--- src/rtl/ps2_host_tx_pkg.sv ---
// Shared PS/2 definitions: host transmitter states, frame constants and the
// receiver-side scan codes / device responses.
package ps2_host_tx_pkg;

  typedef enum logic [2:0] {
    ST_IDLE,
    ST_INHIBIT,
    ST_RTS,
    ST_SEND,
    ST_ACK,
    ST_WAIT_IDLE
  } state_t;

  localparam int PS2_FRAME_EDGES        = 10;
  localparam int DEFAULT_INHIBIT_CYCLES = 5000;
  localparam int DEFAULT_TIMEOUT_CYCLES = 1000000;

  // Scan codes and device responses seen by the receiver path
  localparam logic [7:0] PS2_SC_EXTENDED  = 8'hE0;
  localparam logic [7:0] PS2_SC_BREAK     = 8'hF0;
  localparam logic [7:0] PS2_RSP_ACK      = 8'hFA;
  localparam logic [7:0] PS2_RSP_RESEND   = 8'hFE;
  localparam logic [7:0] PS2_RSP_BAT_OK   = 8'hAA;
  localparam logic [7:0] PS2_CMD_SET_LEDS = 8'hED;
  localparam logic [7:0] PS2_CMD_RESET    = 8'hFF;

  function automatic logic odd_parity(input logic [7:0] b);
    return ~^b;
  endfunction

endpackage

--- src/rtl/ps2_host_tx_if.sv ---
// Request/status handshake between a command issuer and ps2_host_tx.
interface ps2_host_tx_if;
  logic       iStart;
  logic [7:0] iData;
  logic       oBusy;
  logic       oDone;
  logic       oAckErr;
  logic       oError;

  modport master (output iStart, iData, input oBusy, oDone, oAckErr, oError);
  modport slave  (input iStart, iData, output oBusy, oDone, oAckErr, oError);
endinterface

--- src/rtl/ps2_line_sync.sv ---
// Two-flop synchronizer for one PS/2 pad, with a falling-edge strobe.
module ps2_line_sync #(
  parameter logic RESET_VAL = 1'b1
) (
  input  logic Clock,
  input  logic Reset,
  input  logic async_i,
  output logic level_o,
  output logic fe_o
);

  logic meta_q, sync_q, prev_q;

  // Reset to the idle (released) line level so no edge is seen after reset
  always_ff @(posedge Clock or posedge Reset) begin
    if (Reset) begin
      meta_q <= RESET_VAL;
      sync_q <= RESET_VAL;
      prev_q <= RESET_VAL;
    end else begin
      meta_q <= async_i;
      sync_q <= meta_q;
      prev_q <= sync_q;
    end
  end

  assign level_o = sync_q;
  assign fe_o    = prev_q & ~sync_q;

endmodule

--- src/rtl/ps2_host_tx.sv ---
// Host-to-device PS/2 command transmitter: inhibit, request-to-send, clocks
// out 8 data bits + odd parity + stop on device clock falls, checks the ack.
module ps2_host_tx
  import ps2_host_tx_pkg::*;
#(
  parameter int INHIBIT_CYCLES = DEFAULT_INHIBIT_CYCLES,
  parameter int TIMEOUT_CYCLES = DEFAULT_TIMEOUT_CYCLES
) (
  input  logic             Clock,
  input  logic             Reset,
  ps2_host_tx_if.slave     bus,
  input  logic             PS2_CLK_IN,
  input  logic             PS2_DATA_IN,
  output logic             oPS2_CLK_OE,
  output logic             oPS2_DATA_OE
);

  localparam int CNT_MAX = (INHIBIT_CYCLES > TIMEOUT_CYCLES) ? INHIBIT_CYCLES : TIMEOUT_CYCLES;
  localparam int CNT_W   = $clog2(CNT_MAX + 1);

  logic             clk_s, clk_fe, data_s, data_fe;
  state_t           state_q;
  logic [CNT_W-1:0] cnt_q, cnt_d;
  logic [3:0]       bit_cnt_q, bit_cnt_d;
  logic [9:0]       frame_q;
  logic             clk_oe_q, data_oe_q, busy_q, done_q, ackerr_q, error_q;
  logic             accept, bus_idle, step, watched, tmo_hit;

  ps2_line_sync u_clk_sync (
    .Clock   (Clock),
    .Reset   (Reset),
    .async_i (PS2_CLK_IN),
    .level_o (clk_s),
    .fe_o    (clk_fe)
  );

  ps2_line_sync u_data_sync (
    .Clock   (Clock),
    .Reset   (Reset),
    .async_i (PS2_DATA_IN),
    .level_o (data_s),
    .fe_o    (data_fe)
  );

  // A request landing on the done/error cycle is dropped; requester retries
  assign accept    = (state_q == ST_IDLE) & bus.iStart & ~done_q & ~error_q;
  assign bus_idle  = clk_s & data_s & ~data_fe;
  assign step      = (state_q == ST_WAIT_IDLE) ? bus_idle : clk_fe;
  assign watched   = (state_q == ST_SEND) | (state_q == ST_ACK) | (state_q == ST_WAIT_IDLE);
  assign tmo_hit   = (cnt_q == CNT_W'(TIMEOUT_CYCLES - 1));
  assign cnt_d     = cnt_q + CNT_W'(1);
  assign bit_cnt_d = bit_cnt_q + 4'd1;

  // Frame bits in wire order: data LSB first, parity, stop
  always_ff @(posedge Clock) begin
    if (accept) frame_q <= {1'b1, odd_parity(bus.iData), bus.iData};
  end

  always_ff @(posedge Clock or posedge Reset) begin
    if (Reset) begin
      state_q   <= ST_IDLE;
      cnt_q     <= '0;
      bit_cnt_q <= '0;
      clk_oe_q  <= 1'b0;
      data_oe_q <= 1'b0;
      busy_q    <= 1'b0;
      done_q    <= 1'b0;
      ackerr_q  <= 1'b0;
      error_q   <= 1'b0;
    end else begin
      done_q  <= 1'b0;
      error_q <= 1'b0;
      if (watched && !step && tmo_hit) begin
        state_q   <= ST_IDLE;
        clk_oe_q  <= 1'b0;
        data_oe_q <= 1'b0;
        busy_q    <= 1'b0;
        error_q   <= 1'b0 | 1'b1;
        cnt_q     <= '0;
      end else begin
        unique case (state_q)
          ST_IDLE: begin
            if (accept) begin
              state_q   <= ST_INHIBIT;
              cnt_q     <= '0;
              bit_cnt_q <= '0;
              ackerr_q  <= 1'b0;
              busy_q    <= 1'b1;
              clk_oe_q  <= 1'b1;
              data_oe_q <= 1'b0;
            end
          end
          ST_INHIBIT: begin
            if (cnt_q == CNT_W'(INHIBIT_CYCLES - 1)) begin
              state_q   <= ST_RTS;
              cnt_q     <= '0;
              data_oe_q <= 1'b1;
            end else begin
              cnt_q <= cnt_d;
            end
          end
          ST_RTS: begin
            state_q  <= ST_SEND;
            clk_oe_q <= 1'b0;
            cnt_q    <= '0;
          end
          ST_SEND: begin
            if (clk_fe) begin
              cnt_q     <= '0;
              bit_cnt_q <= bit_cnt_d;
              data_oe_q <= ~frame_q[bit_cnt_q];
              if (bit_cnt_q == 4'(PS2_FRAME_EDGES - 1)) state_q <= ST_ACK;
            end else begin
              cnt_q <= cnt_d;
            end
          end
          ST_ACK: begin
            if (clk_fe) begin
              ackerr_q <= data_s;
              state_q  <= ST_WAIT_IDLE;
              cnt_q    <= '0;
            end else begin
              cnt_q <= cnt_d;
            end
          end
          ST_WAIT_IDLE: begin
            if (bus_idle) begin
              done_q  <= 1'b1;
              busy_q  <= 1'b0;
              state_q <= ST_IDLE;
              cnt_q   <= '0;
            end else begin
              cnt_q <= cnt_d;
            end
          end
          default: state_q <= ST_IDLE;
        endcase
      end
    end
  end

  assign oPS2_CLK_OE  = clk_oe_q;
  assign oPS2_DATA_OE = data_oe_q;
  assign bus.oBusy    = busy_q;
  assign bus.oDone    = done_q;
  assign bus.oAckErr  = ackerr_q;
  assign bus.oError   = error_q;

endmodule
--- src/flat_wrapper.sv ---
// flat-port wrapper written by rule: the top's interface ports become plain ports
module ps2_host_tx_flat import ps2_host_tx_pkg::*;
#(
  parameter int INHIBIT_CYCLES = DEFAULT_INHIBIT_CYCLES,
  parameter int TIMEOUT_CYCLES = DEFAULT_TIMEOUT_CYCLES
)
  (Clock, Reset, PS2_CLK_IN, PS2_DATA_IN, oPS2_CLK_OE, oPS2_DATA_OE, bus_iStart, bus_iData, bus_oBusy, bus_oDone, bus_oAckErr, bus_oError);
  ps2_host_tx_if bus_i ();
  input  logic Clock;
  input  logic Reset;
  input  logic PS2_CLK_IN;
  input  logic PS2_DATA_IN;
  output logic oPS2_CLK_OE;
  output logic oPS2_DATA_OE;
  input wire logic [$bits(bus_i.iStart)-1:0] bus_iStart;
  input wire logic [$bits(bus_i.iData)-1:0] bus_iData;
  output wire logic [$bits(bus_i.oBusy)-1:0] bus_oBusy;
  output wire logic [$bits(bus_i.oDone)-1:0] bus_oDone;
  output wire logic [$bits(bus_i.oAckErr)-1:0] bus_oAckErr;
  output wire logic [$bits(bus_i.oError)-1:0] bus_oError;
  assign bus_i.iStart = bus_iStart;
  assign bus_i.iData = bus_iData;
  assign bus_oBusy = bus_i.oBusy;
  assign bus_oDone = bus_i.oDone;
  assign bus_oAckErr = bus_i.oAckErr;
  assign bus_oError = bus_i.oError;
  ps2_host_tx #(.INHIBIT_CYCLES(INHIBIT_CYCLES), .TIMEOUT_CYCLES(TIMEOUT_CYCLES)) u_core (.Clock(Clock), .Reset(Reset), .bus(bus_i), .PS2_CLK_IN(PS2_CLK_IN), .PS2_DATA_IN(PS2_DATA_IN), .oPS2_CLK_OE(oPS2_CLK_OE), .oPS2_DATA_OE(oPS2_DATA_OE));
endmodule
--- config.mk ---
export PLATFORM = sky130hd
export DESIGN_NAME = ps2_host_tx_flat
export DESIGN_NICKNAME = d
export VERILOG_FILES = /design/src/rtl/ps2_host_tx_pkg.sv /design/src/rtl/ps2_host_tx_if.sv /design/src/rtl/ps2_line_sync.sv /design/src/rtl/ps2_host_tx.sv /design/src/flat_wrapper.sv
export SDC_FILE = /design/constraint.sdc
export NUM_CORES = 1
export LEC_CHECK = 0
export CORE_UTILIZATION = 45
export DETAILED_ROUTE_END_ITERATION = 7
export PLACE_DENSITY = 0.64
export RECOVER_POWER = 25
export SYNTH_ARGS = -nofsm -noshare
export SYNTH_HDL_FRONTEND = slang
export SYNTH_SLANG_ARGS = --single-unit
--- constraint.sdc ---
create_clock -name Clock -period 2.1 [get_ports Clock]
set_input_delay 0.21 -clock Clock [delete_from_list [all_inputs] [get_ports Clock]]
set_output_delay 0.21 -clock Clock [all_outputs]
set_load 0.05 [all_outputs]
Word-level counts from Yosys, hierarchy flattened --
Index checks and enable logic that the tools add are counted.
Word-level totals: register bits after elaboration 48, output and inout bits 6
Cells by class: equal/unequal tests 17, add/subtract/negate cells 2, reductions and logical operators 19, order comparisons 1, bitwise logic cells 16, muxes and demuxes 37
Operators by type and width (count):
- 20-bit 2-to-1 mux | 5
- 20-bit case mux with 5 select lines | 1
- 3-bit 2-to-1 mux | 7
- 20-bit by 1-bit adder with 20-bit output, second input constant | 1
- 20-bit by 13-bit equality test with 1-bit output, second input constant | 1
- 20-bit equality test, second input constant | 1
- 3-bit case mux with 6 select lines | 1
- 1-bit 2-to-1 mux | 15
- 3-bit by 2-bit inequality test with 1-bit output, second input constant | 4
- 4-bit AND reduction | 3
- 4-bit 2-to-1 mux | 2
- 4-bit case mux with 2 select lines | 1
- 8-bit XNOR reduction | 1
- 1-bit AND | 7
- 1-bit NOT | 7
- 3-bit by 2-bit equality test with 1-bit output, second input constant | 2
- 3-bit equality test, second input constant | 2
- 2-bit by 1-bit inequality test with 1-bit output, second input constant | 3
- 1-bit case mux with 2 select lines | 3
- 6-bit AND reduction | 1
- 3-bit nonzero test | 2
- 6-bit nonzero test | 1
- 4-bit by 5-bit < comparator with 1-bit output, second input constant | 1
- 4-bit by 1-bit adder with 4-bit output, second input constant | 1
- other kinds (15) | 19

Depth between registers and ports, before layout --
Gate-level depths: netlist of run 1.
depth in word-level cells 10, depth in mapped cells 8

By module --
From an unflattened synthesis of run 1, not the netlist that was laid out.
Second synthesis, totals: cell total of the unflattened synthesis 241, area, all modules 2514.9 µm²
By module, submodules not included:
- ps2_host_tx | cells an instance 231, instances 1, area an instance 2322.2 µm²
- ps2_line_sync | cells an instance 5, instances 2, area an instance 96.3 µm²

Worst setup path before layout of run 1 --
Ideal clock, no wire load.
path kind flip-flop to flip-flop, start point register u_core.cnt_q[3], end point register u_core.cnt_q[15], library setup time 124 ps, cell stages (with the launch flop) 8, path buffers 1, arrival time 2157 ps, slack -181 ps, path through dfrtp_1 > or4_1 > or4_4 > and2_4 > o21ai_4 > buf_6 > nor3_2 > o21bai_1
On the way: longest elaborated chain between the ends 4, elaborated cells on any way between the ends 12, classes of those cells add/sub: 1; eq/ne: 3; mux: 5; reduce/logical: 3
RTL lines:
- start, declared | RTL line ps2_host_tx.sv:23 | logic [CNT_W-1:0] cnt_q, cnt_d;
- start signal, assigned | RTL line ps2_host_tx.sv:99 | cnt_q <= cnt_d;
- start signal, assigned | RTL line ps2_host_tx.sv:114 | cnt_q <= cnt_d;
- start signal, assigned | RTL line ps2_host_tx.sv:123 | cnt_q <= cnt_d;
- 20-bit by 1-bit adder with 20-bit output, or another cell as far along | RTL line ps2_host_tx.sv:51 | assign cnt_d = cnt_q + CNT_W'(1);
- 20-bit 2-to-1 mux, or another cell as far along | RTL line ps2_host_tx.sv:127 | if (bus_idle) begin
- 20-bit case mux with 5 select lines, or another cell as far along | RTL line ps2_host_tx.sv:81 | unique case (state_q)
- 20-bit 2-to-1 mux / 2-bit AND reduction (equally long branches)
Several ways; a longest one is shown, not always the timed one. A chain may end at the register's enable or synchronous reset.

Final worst setup path of run 1 --
start point register u_core.state_q[1], end point register u_core.cnt_q[6]
On the way: longest elaborated chain between the ends 7, elaborated cells on any way between the ends 21, classes of those cells eq/ne: 6; mux: 3; bitwise: 5; reduce/logical: 7
RTL lines:
- start, declared | RTL line ps2_host_tx.sv:22 | state_t state_q;
- start signal, assigned | RTL line ps2_host_tx.sv:61 | state_q <= ST_IDLE;
- start signal, assigned | RTL line ps2_host_tx.sv:74 | state_q <= ST_IDLE;
- start signal, assigned | RTL line ps2_host_tx.sv:84 | state_q <= ST_INHIBIT;
- 3-bit by 2-bit equality test with 1-bit output, or another cell as far along | RTL line ps2_host_tx.sv:49, ps2_host_tx.sv:81
- 1-bit OR / 1-bit 2-to-1 mux (equally long branches) | RTL line ps2_host_tx.sv:49, ps2_host_tx.sv:48
- 1-bit OR / 1-bit logical NOT (equally long branches) | RTL line ps2_host_tx.sv:49, ps2_host_tx.sv:73
- 1-bit logical AND (2 in series) | RTL line ps2_host_tx.sv:73 | if (watched && !step && tmo_hit) begin
- 6-bit nonzero test (no source line) / 3-bit by 2-bit inequality test with 1-bit output (equally long branches)
- 2-bit AND reduction (no source line)
Several ways; a longest one is shown, not always the timed one.

==> flow_metrics.tcl, run 1 <==
set metrics [dict create \
    drcViolationCount 0 \
    max_stage_delay_ns 0.54 \
    finalNetCount 339 \
    grt_overflow 0 \
    synth_edf_count 9 \
    dp_hpwl_um 4060 \
    path_cells "or4_4 > or4_4 > and2_4 > o21ai_4 > buf_6 > nor3_2 > a21o_1" \
    slew_headroom 0.373 \
    num_vias 2142 \
    critPathCaptureType "register" \
    synthFlopType "dfrtp_1" \
    power_density_mw_per_mm2 1020 \
    path_clk_slew_ns 0.10 \
    synth.area.top_cells "dfrtp_1 32%, edfxtp_1 11%, dfstp_2 5.2%, nand3_1 3.9%, nand2_1 3.5%" \
    fin_crit_sh 1.12 \
    max-cap-violations 0 \
    postCtsHoldBufs 0 \
    cts_buffer_depth 2 \
    critPathArrivalTime_ns 2.54 \
    ir_worst_vdd_v 0.000567 \
    antenna_found_initial 0 \
    vias_per_cell 5.44 \
    final_core_util 0.633 \
    gp_congestion 0.785 \
    core_area_sq_mm 0.00527 \
    ant_nets 0 \
    syn_nets 273 \
    yosysUniqueCellTypes 53 \
    grt_pass1_vias 2018 \
    r2r_setup_slack_ns -0.24 \
    critPathLaunchType "register" \
    rows 26 \
    reg2reg_from "u_core.state_q[1]" \
    netlist_area_sq_mm 0.00254 \
    finClkSkew_ns 0.00765 \
    worst_r2r_endpoint "u_core.cnt_q[6]" \
    drt_iter0_markers 175 \
    portBuffers 18 \
    endpoint "u_core.cnt_q[6]" \
    critical_path.most_common_cell "or4_4" \
    startpoint "u_core.state_q[1]" \
    clk_latency_ns 0.31 \
    fmax_mhz 427 \
    cp.required_ns 2.30 \
    start_util 0.482 \
    yosys.area.top_type "dfrtp_1" \
    grt_max_degree 39 \
    reg2regPathDepth 7 \
    period_minus_slack_ns 2.34 \
    violations "negative setup slack" \
    path_max_fanout 7 \
    grtUsageTotal 0.211 \
    dieArea_sq_mm 0.00595 \
    die_x_um 77.1 \
    layout-drive-gt1-share 0.306 \
    dr.pass1.iters 4 \
    drt_wl_total_um 5770 \
    synth.top_cell.area_share 0.325 \
    die_y_um 77.1 \
    cts-htree-levels 2 \
    clock-root-buffer "clkbuf_8" \
    async_reset_ff_frac 0.809 \
    critPathKind "register to register" \
    synth_warnings 0 \
    ys_ff_latch 47 \
    synth.most_common_cell "dfrtp_1" \
    synth.avg_cell_area_sq_um 9.89 \
    worst_pin_slew_ns 0.941 \
    preCtsSetupSlack_ns -0.238 \
    cts_sinks 47 \
    setup_viol 24 \
    antenna_cells 0 \
    final_hold_viol_count 0 \
    syn_to_final_growth_pct 31.4 \
    wl_per_cell_um 14.7 \
    syn_inst 257 \
    cts_buffers 5 \
    rsz0062_at_grt "true" \
    synth_common_cells "33 x dfrtp_1, 24 x nand2_1, 20 x nand3_1, 19 x nor2_1, 14 x o21ai_0" \
    min_path_type "register to register" \
    p_leak_nw 1.43 \
    slew_violations 0 \
    cts_tree "built" \
    grt_pass1_wl_um 9850 \
    io_pins 19 \
    synth-seq-area-share 0.483 \
    setup_slack_ns -0.242 \
    fill_cells 448 \
    outcome "complete, but fails checks" \
    slowest_stage "or4_4" \
]
worst max-delay path, delay by kind of cell (launching register included):
family / cells / cell delay (ns)
buf+inv: 1 / 0.17
simple gates: 4 / 1.29
flops: 1 / 0.42
compound gates: 2 / 0.36
metrics by stage:
| step | cells | cell area, sq um | power (mW) | setup TNS, ns | hold slack (ns) |
|---|---|---|---|---|---|
| 2_1_floorplan | 257 | 2550 | 2.15 | -2.41 | 0.214 |
| 3_3_place_gp | 378 | 3090 | 2.58 | -3.61 | 0.347 |
| 3_5_place_dp | 378 | 3090 | 2.60 | -3.83 | 0.347 |
| 4_1_cts | 389 | 3250 | 3.29 | -4.14 | 0.285 |
| 5_1_grt | 394 | 3340 | 3.62 | -5.92 | 0.369 |
| 6_report | 394 | 3340 | 3.40 | -4.24 | 0.362 |
sequential cells by signal, indices dropped and copies added (netlist names):
name                        flops
u_core.cnt_q                   20
u_core.bus.oAckErr              1
u_core.bus.oError               1
u_core.u_clk_sync.prev_q        1
u_core.bus.oDone                1
u_core.state_q                  3
u_core.bus.oBusy                1
u_core.u_clk_sync.meta_q        1
u_core.u_data_sync.meta_q       1
u_core.oPS2_CLK_OE              1
u_core.oPS2_DATA_OE             1
u_core.u_data_sync.level_o      1
u_core.u_clk_sync.level_o       1
u_core.bit_cnt_q                4
u_core.frame_q                  9
cell type report:
cell class | instances | area, sq um | area share
clock buffers | 5 | 68.8 | 0.0206
clock inverters | 3 | 25.0 | 0.00750
inverters | 8 | 30.0 | 0.00900
multi-input cells | 192 | 1330 | 0.398
flip-flops and latches | 47 | 1230 | 0.368
well taps | 70 | 87.6 | 0.0262
repair buffers | 69 | 572 | 0.171
what timing repair did:
item / CTS / global route
buffers inserted: 2 / 5
cloned: 1 / 0
setup endpoints to repair: 24 / 25
resized for setup: 14 / 12
pin swaps: 11 / 7
logic make-up after synthesis:
group | Yosys count | share of synthesized area
and+or+nand+nor | 114 | 0.247
AOI/OAI and AO/OA | 56 | 0.151
DFF | 47 | 0.483
buffers and inverters | 19 | 0.0345
xor gates and xnor gates | 12 | 0.0414
muxes | 6 | 0.0290
adders and majority gates | 3 | 0.0148
per-layer routing:
metal / share of wire / vias up / global-route usage
met5: 0 / - / 0
met4: 0.0088 / 0 / 0.0547
met3: 0.041 / 5 / 0.0429
met2: 0.46 / 41 / 0.318
met1: 0.49 / 1019 / 0.307
li1: - / 1077 / -
power breakdown:
part | switching (mW) | internal, mW
registers | 0.106 | 1.07
logic | 0.894 | 0.752
clock network | 0.334 | 0.243
worst min-delay path by stage:
stage | startpoint | to | slack, ns | cells past startpoint
floorplan | PS2_CLK_IN | u_core.u_clk_sync.meta_q | 0.21 | 0
detailed placement | u_core.u_clk_sync.meta_q | u_core.u_clk_sync.level_o | 0.35 | 0
global placement | u_core.u_clk_sync.meta_q | u_core.u_clk_sync.level_o | 0.35 | 0
global route | u_core.u_clk_sync.meta_q | u_core.u_clk_sync.level_o | 0.37 | 0
CTS | PS2_CLK_IN | u_core.u_clk_sync.meta_q | 0.29 | 1
finish | u_core.u_data_sync.meta_q | u_core.u_data_sync.level_o | 0.36 | 0
placed cells by master (no fill, tap or decap), types with 5 or more instances in the layout:
| master | synthesis | layout |
|---|---|---|
| dfrtp_1 | 33 | 33 |
| a21oi_1 | 11 | 6 |
| nand2_1 | 24 | 24 |
| nand3_1 | 20 | 17 |
| o21ai_0 | 14 | 9 |
| edfxtp_1 | 9 | 9 |
| xnor2_1 | 8 | 8 |
| buf_4 | 0 | 47 |
| dlygate4sd3_1 | 0 | 11 |
| inv_1 | 8 | 8 |
| clkdlybuf4s50_1 | 0 | 7 |
| nand4_1 | 8 | 8 |
| a21o_1 | 8 | 8 |
| clkbuf_8 | 0 | 5 |
| nor3_2 | 5 | 5 |
| nor3_1 | 5 | 5 |
| nor2_1 | 19 | 18 |
No activity file was read; power rests on OpenSTA's default activity.
==> run 2: changes to the inputs <==
clock period = 1.96 ns   (was 2.1 ns; I/O delays follow)
==> run 2 against run 1 <==
Compared with the run above: largest power group unchanged; register-to-register slack got worse by 0.17 ns; first-iteration DRC count decreased by 30%; critical path depth unchanged; combinational power increased by 12%; wire length increased by 0.35%; largest cell class unchanged; clock skew decreased by 0.0018 ns; the flow still finishes with violations (negative setup slack).
==> flow_metrics.tcl, run 2 (synthesis results as in run 1) <==
set metrics [dict create \
    antenna_found_initial 0 \
    grt_pass1_vias 2165 \
    antenna_cells 0 \
    grt_overflow 0 \
    die_x_um 77.1 \
    largest_reg_flops 20 \
    startpoint "u_core.cnt_q[4]" \
    slew_violations 0 \
    final_common_cell "buf_4" \
    clk_latency_ns 0.30 \
    fin_crit_sh 1.21 \
    setup_slack_ns -0.412 \
    drcViolationCount 0 \
    dpl.cell_count 382 \
    dr.pass1.iters 4 \
    drt_iter0_markers 123 \
    dp_hpwl_um 3980 \
    top_register "u_core.cnt_q" \
    cts_buffers 5 \
    reg2regPathDepth 7 \
    violations "negative setup slack" \
    cts_sinks 47 \
    path_clk_slew_ns 0.10 \
    core_area_sq_mm 0.00527 \
    min_from "u_core.u_data_sync.meta_q" \
    postLayoutCellArea_sq_mm 0.00342 \
    start_util 0.482 \
    layout_common_cells "48 x buf_4, 33 x dfrtp_1, 24 x nand2_1, 18 x nor2_1, 17 x nand3_1" \
    outcome "complete, but fails checks" \
    rsz0062_at_grt "true" \
    top_regs "u_core.cnt_q: 20 flops, u_core.frame_q: 9 flops, u_core.bit_cnt_q: 4 flops" \
    dieArea_sq_mm 0.00595 \
    p_leak_nw 1.44 \
    endpoint "u_core.cnt_q[5]" \
    drt_wl_total_um 5790 \
    ant_nets 0 \
    finalNetCount 342 \
    portBuffers 18 \
    cts_buffer_depth 2 \
    critPathKind "register to register" \
    wl_per_cell_um 14.6 \
    cts_tree "built" \
    finClkSkew_ns 0.00580 \
    power_density_mw_per_mm2 1090 \
    total_power_mw 3.74 \
    period_minus_slack_ns 2.37 \
    slew_headroom 0.361 \
    placed_area_sq_mm 0.00316 \
    final_hold_viol_count 0 \
    r2r_setup_slack_ns -0.41 \
    die_y_um 77.1 \
    cts-htree-levels 2 \
    io_pins 19 \
    setup_viol 24 \
    critPathLaunchType "register" \
    grtUsageTotal 0.210 \
    cp.required_ns 2.16 \
    path_max_fanout 18 \
    critPathCaptureType "register" \
    critPathArrivalTime_ns 2.57 \
    worst_r2r_endpoint "u_core.cnt_q[5]" \
    min_path_type "register to register" \
    fin_cells 397 \
    syn_to_final_growth_pct 34.6 \
    grt_max_degree 39 \
    vias_per_cell 5.47 \
    max-cap-violations 0 \
    rows 26 \
    fmax_mhz 422 \
    clock-root-buffer "clkbuf_8" \
    ir_worst_vdd_v 0.000653 \
    reg2reg_from "u_core.cnt_q[4]" \
    layout-drive-gt1-share 0.315 \
    gp_congestion 0.842 \
    grt_pass1_wl_um 9890 \
    num_vias 2172 \
    postCtsHoldBufs 0 \
    worst_pin_slew_ns 0.959 \
    final_core_util 0.649 \
]
==> run 2: timing repair <==
item / CTS / global route
endpoints found under the setup margin: 25 / 26
resized for setup: 14 / 17
hold endpoints to repair: 0 / 0
buffers inserted: 4 / 2
pin swaps: 8 / 8
gates cloned: 1 / 0
==> run 2: layout make-up <==
type | instances | area [sq um]
Fill cell | 453 | 1850
Clock inverter | 3 | 25.0
Multi-Input combinational cell | 192 | 1350
Timing Repair Buffer | 72 | 628
Tap cell | 70 | 87.6
Clock buffer | 5 | 68.8
Inverter | 8 | 30.0
Sequential cell | 47 | 1230
==> run 2: worst max-delay path: stages (launching register included) <==
cell and delay, ns:
dfrtp_1 0.39, or4_4 0.53, or4_4 0.55, and2_4 0.21
o21ai_4 0.15, buf_12 0.17, o21bai_1 0.08, a22o_1 0.18
==> run 2: worst min-delay path by stage <==
stage | slack, ns | end | cells past startpoint
finish | 0.37 | u_core.u_data_sync.level_o | 0
global route | 0.37 | u_core.u_clk_sync.level_o | 0
CTS | 0.28 | u_core.u_data_sync.meta_q | 1
detailed placement | 0.35 | u_core.u_clk_sync.level_o | 0
global placement | 0.35 | u_core.u_clk_sync.level_o | 0
floorplan | 0.20 | u_core.u_clk_sync.meta_q | 0
==> run 2: stage by stage <==
| stage | setup TNS [ns] | worst slack, ns | hold slack, ns |
|---|---|---|---|
| 2_1_floorplan | -5.71 | -0.307 | 0.200 |
| 3_3_place_gp | -6.44 | -0.364 | 0.349 |
| 3_5_place_dp | -6.84 | -0.385 | 0.349 |
| 4_1_cts | -7.09 | -0.370 | 0.281 |
| 5_1_grt | -8.93 | -0.441 | 0.370 |
| 6_report | -8.10 | -0.412 | 0.368 |
==> run 2: metal layers <==
metal	up-vias	part of all wire	GRT usage
met5	-	0	0
met1	1051	0.50	0.288
li1	1079	-	-
met4	0	0.0091	0.0509
met3	6	0.032	0.0393
met2	36	0.46	0.340
==> run 2: power breakdown <==
part / leakage [nW] / switching, mW / internal (mW)
logic: 0.817 / 0.978 / 0.871
clock network: 0.0452 / 0.366 / 0.261
registers: 0.577 / 0.113 / 1.15
